`src/rtl/addr_gen.sv`:
```
// Address generator: registered address bus, program counter and address-hold byte,
// with an optional extra cycle that corrects the high byte after a page-crossing add.
module addr_gen #(
    parameter int          AW         = 16,
    parameter int unsigned RST_VEC    = 32'h0000_FFFC,
    parameter int unsigned STACK_PAGE = 1
) (
    input  logic          clk,
    input  logic          rst,
    input  logic [7:0]    DB,
    input  logic [7:0]    REG,
    input  logic [2:0]    op,
    input  logic          fix_en,
    input  logic          ld_ahl,
    input  logic          ld_pc,
    input  logic          inc_pc,
    output logic [AW-1:0] AB,
    output logic [AW-1:0] PC,
    output logic [7:0]    AHL,
    output logic          busy
);
    localparam int            HW     = AW - 8;
    localparam logic [AW-1:0] RST_AB = AW'(RST_VEC);
    localparam logic [HW-1:0] STK_HI = HW'(STACK_PAGE);
    localparam logic [AW-1:0] PAGE   = AW'(256);

    typedef enum logic [1:0] {IDLE, FIX_UP, FIX_DN} state_t;

    state_t               state, state_next;
    logic [AW-1:0]        ab_next;
    logic [8:0]           idx_sum;
    logic [8:0]           bra_sum;
    logic signed [AW-1:0] bra_ofs;

    function automatic logic [AW-1:0] join_addr(input logic [HW-1:0] hi, input logic [7:0] lo);
        return {hi, lo};
    endfunction

    // The 9th bit of each low-byte sum is the page carry.
    assign idx_sum = {1'b0, AHL} + {1'b0, REG};
    assign bra_sum = {1'b0, PC[7:0]} + {1'b0, DB};
    assign bra_ofs = AW'($signed(DB));
    assign busy    = (state != IDLE);

    always_comb begin
        ab_next    = AB;
        state_next = IDLE;
        case (state)
            FIX_UP: ab_next = AB + PAGE;
            FIX_DN: ab_next = AB - PAGE;
            IDLE: begin
                case (op)
                    3'b000: ab_next = AB;
                    3'b001: ab_next = AB + AW'(1);
                    3'b010: ab_next = PC;
                    3'b011: ab_next = join_addr(HW'(DB), AHL);
                    3'b100: begin
                        if (fix_en) begin
                            ab_next = join_addr(HW'(DB), idx_sum[7:0]);
                            if (idx_sum[8]) state_next = FIX_UP;
                        end else begin
                            ab_next = join_addr(HW'(DB), AHL) + AW'(REG);
                        end
                    end
                    3'b101: ab_next = join_addr('0, DB + REG);
                    3'b110: ab_next = join_addr(STK_HI, REG);
                    3'b111: begin
                        if (fix_en) begin
                            // Borrow is signalled by the absence of a carry on negative offsets.
                            ab_next = join_addr(PC[AW-1:8], bra_sum[7:0]);
                            if (!DB[7] && bra_sum[8]) state_next = FIX_UP;
                            if (DB[7] && !bra_sum[8]) state_next = FIX_DN;
                        end else begin
                            ab_next = PC + $unsigned(bra_ofs);
                        end
                    end
                    default: ab_next = AB;
                endcase
            end
            default: state_next = IDLE;
        endcase
    end

    always_ff @(posedge clk or posedge rst) begin
        if (rst) begin
            state <= IDLE;
            AB    <= RST_AB;
            PC    <= RST_AB;
            AHL   <= 8'h00;
        end else begin
            state <= state_next;
            AB    <= ab_next;
            if (ld_pc)  PC  <= AB + AW'(inc_pc);
            if (ld_ahl) AHL <= DB;
        end
    end
endmodule

```
`config.mk`:
```
export PLATFORM = sky130hd
export DESIGN_NAME = addr_gen
export DESIGN_NICKNAME = d
export VERILOG_FILES = /design/src/rtl/addr_gen.sv
export SDC_FILE = /design/constraint.sdc
export NUM_CORES = 1
export LEC_CHECK = 0
export CELL_PAD_IN_SITES_DETAIL_PLACEMENT = 0
export CELL_PAD_IN_SITES_GLOBAL_PLACEMENT = 1
export CORE_MARGIN = 2
export CORE_UTILIZATION = 40
export DETAILED_ROUTE_END_ITERATION = 7
export PLACE_DENSITY = 0.89
export SLEW_MARGIN = 20
export SYNTH_ARGS = -nofsm -noshare
export SYNTH_HDL_FRONTEND = slang
export SYNTH_SLANG_ARGS = --single-unit
```
`constraint.sdc`:
```
create_clock -name clk -period 3.2 [get_ports clk]
set_input_delay 0.64 -clock clk [delete_from_list [all_inputs] [get_ports clk]]
set_output_delay 0.64 -clock clk [all_outputs]
set_load 0.02 [all_outputs]
```
# After elaboration in Yosys (flattened, before gate mapping)

Cells that the tools add are included.

Input port bits: 25
Logic and storage cells: 43
Register bits after elaboration: 42
Output and inout bits: 41

Reduce and logical (&&, ||, !) cells: 9
Equal/unequal tests: 10
Multiplexer cells: 11
Add/subtract/negate cells: 9

Operators by type and width:

| cell                    | number |
|---|---|
| $pmux W16 S7            | 1 |
| $pmux W16 S3            | 1 |
| $mux W16                | 2 |
| $add A8 B8 Y9           | 2 |
| $add A16 B1 Y16         | 1 |
| $add A16 B1 Y16 const B | 1 |
| $add A16 B16 Y16        | 1 |
| $add A16 B8 Y16         | 1 |
| $add A16 B9 Y16 const B | 1 |
| $sub A16 B9 Y16 const B | 1 |
| $eq A3 B3 Y1 const B    | 4 |
| $add A8 B8 Y8           | 1 |
| $eq A3 B2 Y1 const B    | 2 |
| $mux W2                 | 3 |
| $pmux W2 S2             | 1 |
| $eq A3 B1 Y1 const B    | 1 |
| $logic_not A3 Y1        | 1 |
| $mux W1                 | 3 |
| $reduce_bool A3 Y1      | 1 |
| $eq A2 B1 Y1 const B    | 1 |
| $eq A2 B2 Y1 const B    | 1 |
| $logic_and A1 B1 Y1     | 2 |
| $logic_not A1 Y1        | 2 |
| $logic_not A2 Y1        | 1 |
| other kinds (3)         | 3 |

# Logic depth before layout (Yosys ltp)

Gate-level depths: netlist of run 1.

Word-level depth: 7
Depth in mapped cells: 11
Mapped depth without buffers: 11

# Least setup slack after synthesis of run 1

Ideal clock, no wire load.

Path type: in2reg
From: input port DB[0]
To: register AB[14]
Arrival time: 2.687 ns
Required time: 3.136 ns
Path buffers: 0
Slack: 0.449 ns
Library setup time: 0.064 ns
Cell stages on the path: 10
Cells stage by stage: ha_1 inv_1 fa_1 nor2b_4 o31a_1 o221a_4 o31a_1 o211a_1 or4b_1 nand3_1

Word-level cells in the longest chain between the ends: 4
Elaborated cells between the ends (all ways): 6
Those cells by class: 2 x add/sub; 4 x mux

RTL lines:

| element                                                    | RTL line | source |
|---|---|---|
| start, declared                                            | 10       | `input logic [7:0] DB,` |
| $add A16 B16 Y16 / $add A16 B8 Y16 (equally long branches) | 74, 62   |  |
| $mux W16 (on tied branches)                                | 68, 58   |  |
| $pmux W16 S7 (*)                                           | 52       | `case (op)` |
| $pmux W16 S3 (*)                                           | 48       | `case (state)` |
| end signal, assigned                                       | 92       | `AB <= ab_next;` |
| end, declared                                              | 17       | `output logic [AW-1:0] AB,` |

Mark *: on every way between the ends. The rest lies on a longest branch, timed or not.
A chain may end at the register's enable or synchronous reset.

# Final worst setup path of run 1

From: input port DB[1]
To: register AB[13]

Same word-level chain as after synthesis.

==> metrics, run 1 <==
CP delay by family, top=compound AO/OA/AOI/OAI gates; clock sink count=42; I/O pin count=66; required time of the worst setup path=3420 ps; die footprint=0.01340 mm²; Synthesized Nets=718; row count=40; Simple-Gate Fraction of Synth Area=0.2305; post-synthesis cell count=647; Slew Limit Fails=0; # Post-CTS Setup Buffers=0; crit-path max FO=4; # Max-Cap Violations=0; DP HPWL=14.30 mm; Main synth FF type=dfstp_2; Routed WL=18.17 mm; post-route setup TNS=0 ps; initial antenna violation count=0; period utilization=0.9680; Crit path top cell by count=nor3_1; DR vias=5430; Async S/R FF share, synth=1.000; Total GRT Usage=0.2794; most common cell after layout, fill and taps aside=clkdlybuf4s50_1; ANT cells=0; crit path DAT=3320 ps; Least-Margin Pin Slew=930.5 ps; Clock Skew=8.716 ps; Final Hold Fails=0; Synth Area per Inst=7.720 µm²; CP Cell Sequence=clkdlybuf4s50_1 > ha_1 > a211oi_1 > o21ai_1 > a311oi_2 > nor3_1 > o31a_1 > a2111oi_2 > nor3_1; DR pass1 iterations=5; XOR/XNOR Fraction of Synth Area=0.06839; Die Y=115.7 µm; synthesis-stage register bit count=42; first-pass GRT wire length=28.67 mm; post-synthesis adder-cell area fraction=0.1212; Area Growth Syn to Fin=27.05%; GPL Wtd Cong=0.9931; slowest stage cell, crit path=clkdlybuf4s50_1; Fill cells=1200; Max Buffers Root-to-Sink=2; delay of the slowest critical-path stage=500 ps; Die Wd=115.7 µm; outcome=finished clean; global route overflow=0; largest net degree at the start of global routing=47; H-tree Lvls=2; PwrDens=532.7 mW/mm²; CP Launch Type=input port; Synth Area in Compound Gates=0.2725; clk slew on worst S/H paths=70 ps; Setup CP Type=input port to register; Post-synth EDFFs=0; TritonCTS clock tree=yes; normalized max-slew margin=0.3759; Seq/Total Area, Yosys=0.2174; drt via density=5.960; hold crit path type=register to register; core footprint=0.01211 mm²; DRC Markers=0; mux share of post-synthesis cell area=0.03883; Detail Route Antenna Nets=0; Num CTS Buffers=5; peak supply drop=0.0003808 V; Initial Util=0.4124; Synth Warn #=0; Initial DRC Count=380; final setup fails=0; commonest non-fill, non-tap cells in the layout=clkdlybuf4s50_1 (65), a21oi_1 (59), buf_4 (57); Port-buffer cells=65; Max Freq=322.8 MHz; Synth cell types=68; Worst-Skew Late Latency=310 ps; crit path buf inv count=1; post-route minimum period=3098 ps; RSZ-0062 raised after global routing=no; layout cell share with drive strength beyond 1=0.1575; final core utilization=0.5240; Post-layout nets=813; nature of the critical path endpoint=register; Lkg Pwr=0.002541 µW; largest family of logic cells by synthesized area=compound AO/OA/AOI/OAI gates; vias in the first global route=5454; WL/cell=19.95 µm; mapped cell area=0.004995 mm²; Root Driver=clkbuf_16
==> cells in the mapped netlist (7+ instances only) <==
cell type,instances,share of area
mux2i_1,7,0.014
nor2b_1,15,0.019
nor2_1,50,0.038
a21o_1,8,0.012
and3_1,8,0.010
inv_1,30,0.023
dfrtp_1,14,0.070
nand2_1,50,0.038
a211oi_1,13,0.020
nand2b_1,8,0.010
dfstp_2,28,0.15
nand3_1,31,0.031
a21oi_1,59,0.059
o21a_1,15,0.023
nand4_1,14,0.018
nor3_1,22,0.022
xor2_1,13,0.023
ha_1,42,0.11
clkbuf_1,29,0.022
a31oi_1,15,0.019
xnor2_1,26,0.046
mux2_2,8,0.018
o21ai_0,42,0.042
==> kinds of logic after synthesis <==
family,after synthesis
simple gates,228
mux,17
buf+inv,66
xor+xnor,39
flops,42
fa+ha+maj,46
compound gates,209
==> power breakdown <==
group | leakage [µW] | internal (µW) | switching [µW]
combinational | 0.00200 | 855 | 957
clock | 0.0000763 | 300 | 278
sequential | 0.000465 | 727 | 263
total | 0.00254 | 1880 | 1500
==> flip-flops by register name, indices dropped and copies added, names as in the netlist <==
register and cells:
AB 16, AHL 8, PC 16, state 2
==> repair_timing <==
action / in CTS / in global routing
setup endpoints to repair: 0 / 1
resized for setup: 0 / 5
hold buffers: 0 / 0
hold endpoints to repair: 0 / 0
==> area by class of cell <==
cell class | instances | area [µm²] | share of cell area
multi-input combinational | 539 | 3665 | 0.5775
clock buffer | 5 | 125.1 | 0.01972
clock inverter | 3 | 28.78 | 0.004535
timing repair buffer | 124 | 1119 | 0.1763
tap | 168 | 210.2 | 0.03312
sequential | 42 | 1086 | 0.1711
inverter | 30 | 112.6 | 0.01774
==> worst paths after layout <==
path / startpoint / end / slack, ps / cells after the start
worst max-delay path: DB[1] / AB[13] / 100 / 9
max in group asynchronous: rst / AB[4] / 1740 / 3
min in group asynchronous: rst / AHL[7] / 740 / 2
worst min-delay path: PC[2] / PC[2] / 530 / 2
worst min register to register: PC[2] / PC[2] / 530 / 2
worst max register to register: PC[6] / AB[13] / 410 / 8
==> tightest hold or removal path, stage by stage (launching register included) <==
cell and delay, ps:
dfstp_2 400, nor2_1 80, a21oi_1 40
==> routing by layer <==
layer / vias up / GRT usage / wire length (µm)
li1: 2588 / - / -
met1: 2582 / 0.3589 / 7843
met2: 216 / 0.4694 / 8610
met3: 44 / 0.04027 / 956
met4: 0 / 0.1198 / 760
met5: - / 0 / 0
==> through the flow <==
stage / hold slack [ps] / total power (µW) / area, µm² / cells / worst slack (ps)
finish: 531.5 / 3381 / 6346 / 911 / 102.3
global placement: 519.7 / 2758 / 6181 / 903 / -186.2
CTS: 534.7 / 3382 / 6335 / 911 / 138.3
detailed placement: 522.9 / 2782 / 6181 / 903 / -172.1
global route: 556.6 / 3594 / 6346 / 911 / 6.591
floorplan: 527.7 / 2012 / 4995 / 647 / 448.8
No activity file was read; power rests on OpenSTA's default activity.
==> run 2: changes to the inputs <==
--- a/config.mk
+++ b/config.mk
@@ -11,7 +11,7 @@
 export CORE_UTILIZATION = 40
 export DETAILED_ROUTE_END_ITERATION = 7
 export PLACE_DENSITY = 0.89
-export SLEW_MARGIN = 20
+export SLEW_MARGIN = 5
 export SYNTH_ARGS = -nofsm -noshare
 export SYNTH_HDL_FRONTEND = slang
 export SYNTH_SLANG_ARGS = --single-unit
==> results of run 2 <==
Same layout as run 1: the final DEF is identical, and so are final timing and power.
==> run 3: changes to the inputs <==
--- a/config.mk
+++ b/config.mk
@@ -5,6 +5,7 @@
 export SDC_FILE = /design/constraint.sdc
 export NUM_CORES = 1
 export LEC_CHECK = 0
+export ABC_CLOCK_PERIOD_IN_PS = 3200
 export CELL_PAD_IN_SITES_DETAIL_PLACEMENT = 0
 export CELL_PAD_IN_SITES_GLOBAL_PLACEMENT = 1
 export CORE_MARGIN = 2
==> results of run 3 <==
Same layout as run 1: the final DEF is identical, and so are final timing and power.
